--- config.mk ---
export PLATFORM = sky130hd
export DESIGN_NAME = register_bank
export DESIGN_NICKNAME = d
export VERILOG_FILES = /design/src/rtl/register_bank.sv
export SDC_FILE = /design/constraint.sdc
export NUM_CORES = 2
export LEC_CHECK = 0
export ABC_AREA = 0
export CAP_MARGIN = 20
export CELL_PAD_IN_SITES_DETAIL_PLACEMENT = 0
export CELL_PAD_IN_SITES_GLOBAL_PLACEMENT = 1
export CORE_MARGIN = 2
export CORE_UTILIZATION = 35
export CTS_BUF_LIST = sky130_fd_sc_hd__clkbuf_8
export DETAILED_ROUTE_END_ITERATION = 10
export MAX_ROUTING_LAYER = met4
export PLACE_DENSITY_LB_ADDON = 0.1
export SKIP_LAST_GASP = 1
export SYNTH_ARGS = -nofsm -noshare
export SYNTH_HDL_FRONTEND = slang
export SYNTH_SLANG_ARGS = --single-unit
--- constraint.sdc ---
create_clock -name clk -period 12.24 [get_ports clk]
set_clock_uncertainty 0.05 [all_clocks]
set_input_delay 1.224 -clock clk [delete_from_list [all_inputs] [get_ports clk]]
set_output_delay 1.224 -clock clk [all_outputs]
set_load 0.01 [all_outputs]
--- src/rtl/register_bank.sv ---
// register_bank: RC-addressed 256-byte buffer plus BASE/LEN/CTRL registers driving one burst per start
module register_bank #(
    parameter int DATA_W  = 8,
    parameter int ADDR_W  = 9,
    parameter int MAX_LEN = 32,
    localparam int LEN_W  = $clog2(MAX_LEN + 1),
    localparam int DEPTH  = 256,
    localparam int IDX_W  = $clog2(DEPTH)
) (
    input  logic              clk,
    input  logic              rst,
    input  logic [ADDR_W-1:0] rc_rb_addr,
    input  logic [DATA_W-1:0] rc_rb_data,
    input  logic              rc_rb_req,
    input  logic              rc_rb_rw,
    input  logic              rc_rb_idle,
    output logic              rb_rc_ack,
    output logic [DATA_W-1:0] rb_rc_data,
    output logic              rb_rc_rd_done,
    output logic              rb_bst_req,
    input  logic              bst_rb_gnt,
    output logic [IDX_W-1:0]  rb_bst_addr,
    output logic [LEN_W-1:0]  rb_bst_len,
    output logic              rb_bst_wr,
    output logic [DATA_W-1:0] rb_bst_wdata,
    output logic              rb_bst_wvalid,
    input  logic              bst_rb_wready,
    input  logic [DATA_W-1:0] bst_rb_rdata,
    input  logic              bst_rb_rvalid,
    output logic              rb_bst_busy
);
    typedef enum logic [1:0] {S_IDLE, S_REQ, S_XFER, S_DONE} state_t;

    state_t            state_q, state_d;
    logic              req_q, req_d, ack_q, ack_d, rd_done_q, rd_done_d, dir_q, dir_d;
    logic [IDX_W-1:0]  base_q, base_d;
    logic [LEN_W-1:0]  len_q, len_d, beat_q, beat_d;
    logic [DATA_W-1:0] mem_q [DEPTH];
    logic              strobe, wr_acc, start, busy, beat_step, last_beat, mem_we;
    logic [IDX_W-1:0]  burst_idx, mem_waddr;
    logic [DATA_W-1:0] mem_wdata;
    logic              unused_idle;

    assign unused_idle = rc_rb_idle;

    // RC access decode: one strobe per request, register writes only while idle
    always_comb begin
        strobe    = rc_rb_req & ~req_q;
        wr_acc    = strobe & rc_rb_rw & ~busy;
        start     = wr_acc & (rc_rb_addr == ADDR_W'(DEPTH + 2));
        burst_idx = base_q + IDX_W'(beat_q);
    end

    // FSM state register
    always_ff @(posedge clk or posedge rst) begin
        if (rst) state_q <= S_IDLE;
        else     state_q <= state_d;
    end

    // FSM next state: zero-length start skips straight to DONE
    always_comb begin
        state_d = state_q;
        case (state_q)
            S_IDLE:  state_d = start ? ((len_q != '0) ? S_REQ : S_DONE) : S_IDLE;
            S_REQ:   state_d = bst_rb_gnt ? S_XFER : S_REQ;
            S_XFER:  state_d = (beat_step & last_beat) ? S_DONE : S_XFER;
            default: state_d = S_IDLE;
        endcase
    end

    // FSM outputs and beat handshake
    always_comb begin
        busy          = state_q != S_IDLE;
        rb_bst_busy   = busy;
        rb_bst_req    = state_q == S_REQ;
        rb_bst_wvalid = (state_q == S_XFER) & dir_q;
        rb_bst_wdata  = rb_bst_wvalid ? mem_q[burst_idx] : '0;
        beat_step     = (state_q == S_XFER) & (dir_q ? bst_rb_wready : bst_rb_rvalid);
        last_beat     = (beat_q + LEN_W'(1)) == len_q;
        rb_bst_addr   = base_q;
        rb_bst_len    = len_q;
        rb_bst_wr     = dir_q;
        rb_rc_ack     = ack_q;
        rb_rc_rd_done = rd_done_q;
    end

    // next values of the control registers, beat counter and pulses
    always_comb begin
        req_d     = rc_rb_req;
        ack_d     = strobe;
        base_d    = (wr_acc && rc_rb_addr == ADDR_W'(DEPTH)) ? IDX_W'(rc_rb_data) : base_q;
        len_d     = (wr_acc && rc_rb_addr == ADDR_W'(DEPTH + 1))
                    ? ((rc_rb_data > DATA_W'(MAX_LEN)) ? LEN_W'(MAX_LEN) : LEN_W'(rc_rb_data))
                    : len_q;
        dir_d     = start ? rc_rb_data[0] : dir_q;
        beat_d    = (state_q == S_DONE) ? '0 : beat_step ? beat_q + LEN_W'(1) : beat_q;
        rd_done_d = (state_q == S_DONE) & ~dir_q;
    end

    // control registers and pulse flops
    always_ff @(posedge clk or posedge rst) begin
        if (rst) begin
            req_q     <= 1'b0;
            ack_q     <= 1'b0;
            rd_done_q <= 1'b0;
            dir_q     <= 1'b0;
            base_q    <= '0;
            len_q     <= '0;
            beat_q    <= '0;
        end else begin
            req_q     <= req_d;
            ack_q     <= ack_d;
            rd_done_q <= rd_done_d;
            dir_q     <= dir_d;
            base_q    <= base_d;
            len_q     <= len_d;
            beat_q    <= beat_d;
        end
    end

    // single buffer write port: RC writes only when idle, burst read beats only when busy
    always_comb begin
        mem_we    = (wr_acc & (rc_rb_addr < ADDR_W'(DEPTH))) | (beat_step & ~dir_q);
        mem_waddr = busy ? burst_idx : rc_rb_addr[IDX_W-1:0];
        mem_wdata = busy ? bst_rb_rdata : rc_rb_data;
    end

    // buffer storage, deliberately not reset
    always_ff @(posedge clk) begin
        if (mem_we) mem_q[mem_waddr] <= mem_wdata;
    end

    // RC read mux, driven only while a request is present
    always_comb begin
        rb_rc_data = !rc_rb_req                          ? '0 :
                     (rc_rb_addr < ADDR_W'(DEPTH))       ? mem_q[rc_rb_addr[IDX_W-1:0]] :
                     (rc_rb_addr == ADDR_W'(DEPTH))      ? DATA_W'(base_q) :
                     (rc_rb_addr == ADDR_W'(DEPTH + 1))  ? DATA_W'(len_q) :
                     (rc_rb_addr == ADDR_W'(DEPTH + 2))  ? DATA_W'({busy, dir_q}) : '0;
    end
endmodule
==> metrics <==
# resized after CTS 0; Total GRT Usage a little over a quarter; CP max FO 51; pre-CTS WS around 4.2 ns; count of flip-flops with a built-in enable after synthesis between 2000 and 2500; deepest clock path buffer count 4; Hold Crit Class flop to flop; Ports 69; post-synth top area share 62.5%; final layout net count roughly 5300; Synth Area in Compound Gates 2.47%; Post-Synth Simple-Gate Area around 2.8%; overall power 20.6 mW; drt pass-1 iters 5; CTS Hold Bufs 0; total vias in the final route 56100; largest family of logic cells by synthesized area multiplexers; Critical Path RT 10.97 ns; Final period util 73.9%; post-synth cell types 79; Slew Limit Fails 0; Fin. Hold Viols 0; postcts setup bufs 0; RSZ-0062 raised after global routing false; fin area roughly 0.11 sq mm; Die Ht ~530 microns; pwr dens around 180 mW/mm^2; post-route ant nets 0; Initial Util about a third; Num CTS Buffers 372; initial antenna violation count 20; Final WS setup approximately 3.2 ns; worst vdd ir 0.205 mV; first-pass GRT wire length between 400000 and 500000 microns; hold_ws a little under 0.4 ns; post-DR vias/cell around 6; max-cap violations 0; top-count cell post-synth edfxtp_1; CP endpoint kind primary output; Synthesized Nets 4946; layout cells sized above 1 36.9%; root buffer cell clkbuf_8; Core Region 0.279 sq mm; Pleak approximately 35 nW; Slew HR 8.48%; routed len/inst 39.0 microns; CP arrival around 7.8 ns; fmax between 100 and 150 MHz; Placed Cells approximately 8600; Filler cells 25000; Sink Count a little over 2000; largest net degree at the start of global routing between 150 and 200; clock latency at the later pin of the worst-skew pair ~1.0 ns; vias in the first global route ~57000; post-synthesis sequential area ratio approximately 63%; GPL Wtd Cong approximately 0.85; Post-Synth XOR/XNOR Area 0.142%; commonest cells in the netlist edfxtp_1 (2048), mux4_2 (1118), mux2i_1 (271); FP Rows just under 200; clock tree from TritonCTS built; Finished Layout Cells about 9300; CP Class flop to primary output; DIE AREA ~0.29 sq mm; Final Setup Violations 0; Seq cells post-synth approximately 2100; final core utilization 40.0%; Synth Flop Type edfxtp_1; setup tns final 0 ns; Mapped Avg Cell Area 20.1 sq um; Iteration-0 DRC Markers just under 7000; min cycle time layout just over 9 ns; final WL ~360000 microns; synthesized cell area roughly 0.1 sq mm; area grow syn2layout 13.7%; status finished clean; Slew @ Worst Pin ~1.4 ns; CP startpoint kind flop; Clk pin slew, worst setup/hold paths approximately 0.06 ns; Post-Syn Instances 4905; multiplexer share of the synthesized area 29.1%; placed inst area around 0.10 sq mm; DIE WIDTH between 500 and 600 microns; async set or reset register ratio after synthesis under 10%; Synth area leader edfxtp_1; I/O Buffers 67; synth top area cells edfxtp_1 (63%), mux4_2 (26%), mux2i_1 (2.8%); DP Wirelength approximately 230000 microns; total gr overflow 0; adder-cell share of the synthesized area less than 1%; yosys warns 0; # H-tree levels 5; DRC 0
registers in the layout, indices dropped and copies added, names as in the netlist:
register,flops
beat_q,6
req_q,1
rb_rc_ack,1
rb_bst_len,6
rb_bst_wr,1
state_q,2
mem_q,2048
rb_rc_rd_done,1
rb_bst_addr,8
critical path: stages, from the launching register on:
cell             delay, ns
dfrtp_1               0.48
ha_4                  0.21
fa_4                  1.15
buf_4                 0.47
buf_4                 0.80
mux4_2                0.42
mux4_2                0.48
mux2i_1               0.31
mux2i_1               0.31
a22oi_1               0.90
o221ai_1              0.49
clkdlybuf4s50_1       0.60
layout by cell type, fill, tap and decap left out, types with 10 or more instances in the layout:
cell type,synthesis,final
mux4_1,12,12
o221ai_1,15,15
dfrtp_1,26,26
mux2_2,33,33
clkbuf_8,4,381
buf_12,1,20
nand2_1,157,148
a221oi_1,22,22
mux4_2,1118,1118
clkinv_2,0,45
inv_1,16,135
o21ai_0,59,59
a221o_1,12,12
clkdlybuf4s50_1,0,60
clkinv_1,1,96
o211ai_1,11,11
buf_4,24,295
o22ai_1,21,21
a31oi_1,14,14
a211oi_1,13,13
nor3_2,0,61
mux2i_1,271,271
buf_6,35,29
a21oi_1,50,49
nor2_1,199,189
a22o_1,14,14
nand3_1,59,59
nor3_1,133,72
edfxtp_1,2048,2048
nand4_1,10,10
a22oi_1,52,52
kinds of logic after synthesis:
family / after synthesis
buffers and inverters: 414
AOI/OAI and AO/OA: 344
xor gates and xnor gates: 16
muxes: 1435
DFF: 2074
and+or+nand+nor: 614
adders and majority gates: 8
final timing paths:
kind | cells after the start | slack [ns] | endpoint | from
max | 11 | 3.19 | rb_bst_wdata[1] | beat_q[0]
min | 1 | 0.39 | rb_rc_ack | req_q
max reg2reg | 9 | 6.36 | mem_q[50][4] | beat_q[0]
min reg2reg | 1 | 0.39 | rb_rc_ack | req_q
max in group asynchronous | 3 | 11.29 | state_q[1] | rst
min in group asynchronous | 3 | 0.53 | beat_q[0] | rst
area by class of cell:
class,count,area [sq um],share of cell area [%]
Sequential cell,2074,62100,55.6
Multi-Input combinational cell,2417,34600,30.9
Clock buffer,381,5240,4.69
Tap cell,3724,4660,4.17
Timing Repair Buffer,416,3690,3.30
Clock inverter,287,1410,1.26
Inverter,18,75.1,0.0671
Antenna cell,7,17.5,0.0157
power by group:
group,internal (mW),switching [mW],leakage [nW]
sequential,8.31,0.0410,18.8
combinational,2.34,3.82,12.7
clock,2.97,3.07,3.87
total,13.6,6.94,35.3
per-layer routing:
layer | global-route usage [%] | share of wire, %
met1 | 35.2 | 42
met2 | 40.3 | 47
met3 | 3.92 | 6.7
met4 | 8.58 | 3.7
met5 | - | 0
Note: power is estimated with default switching activity, not from simulation.
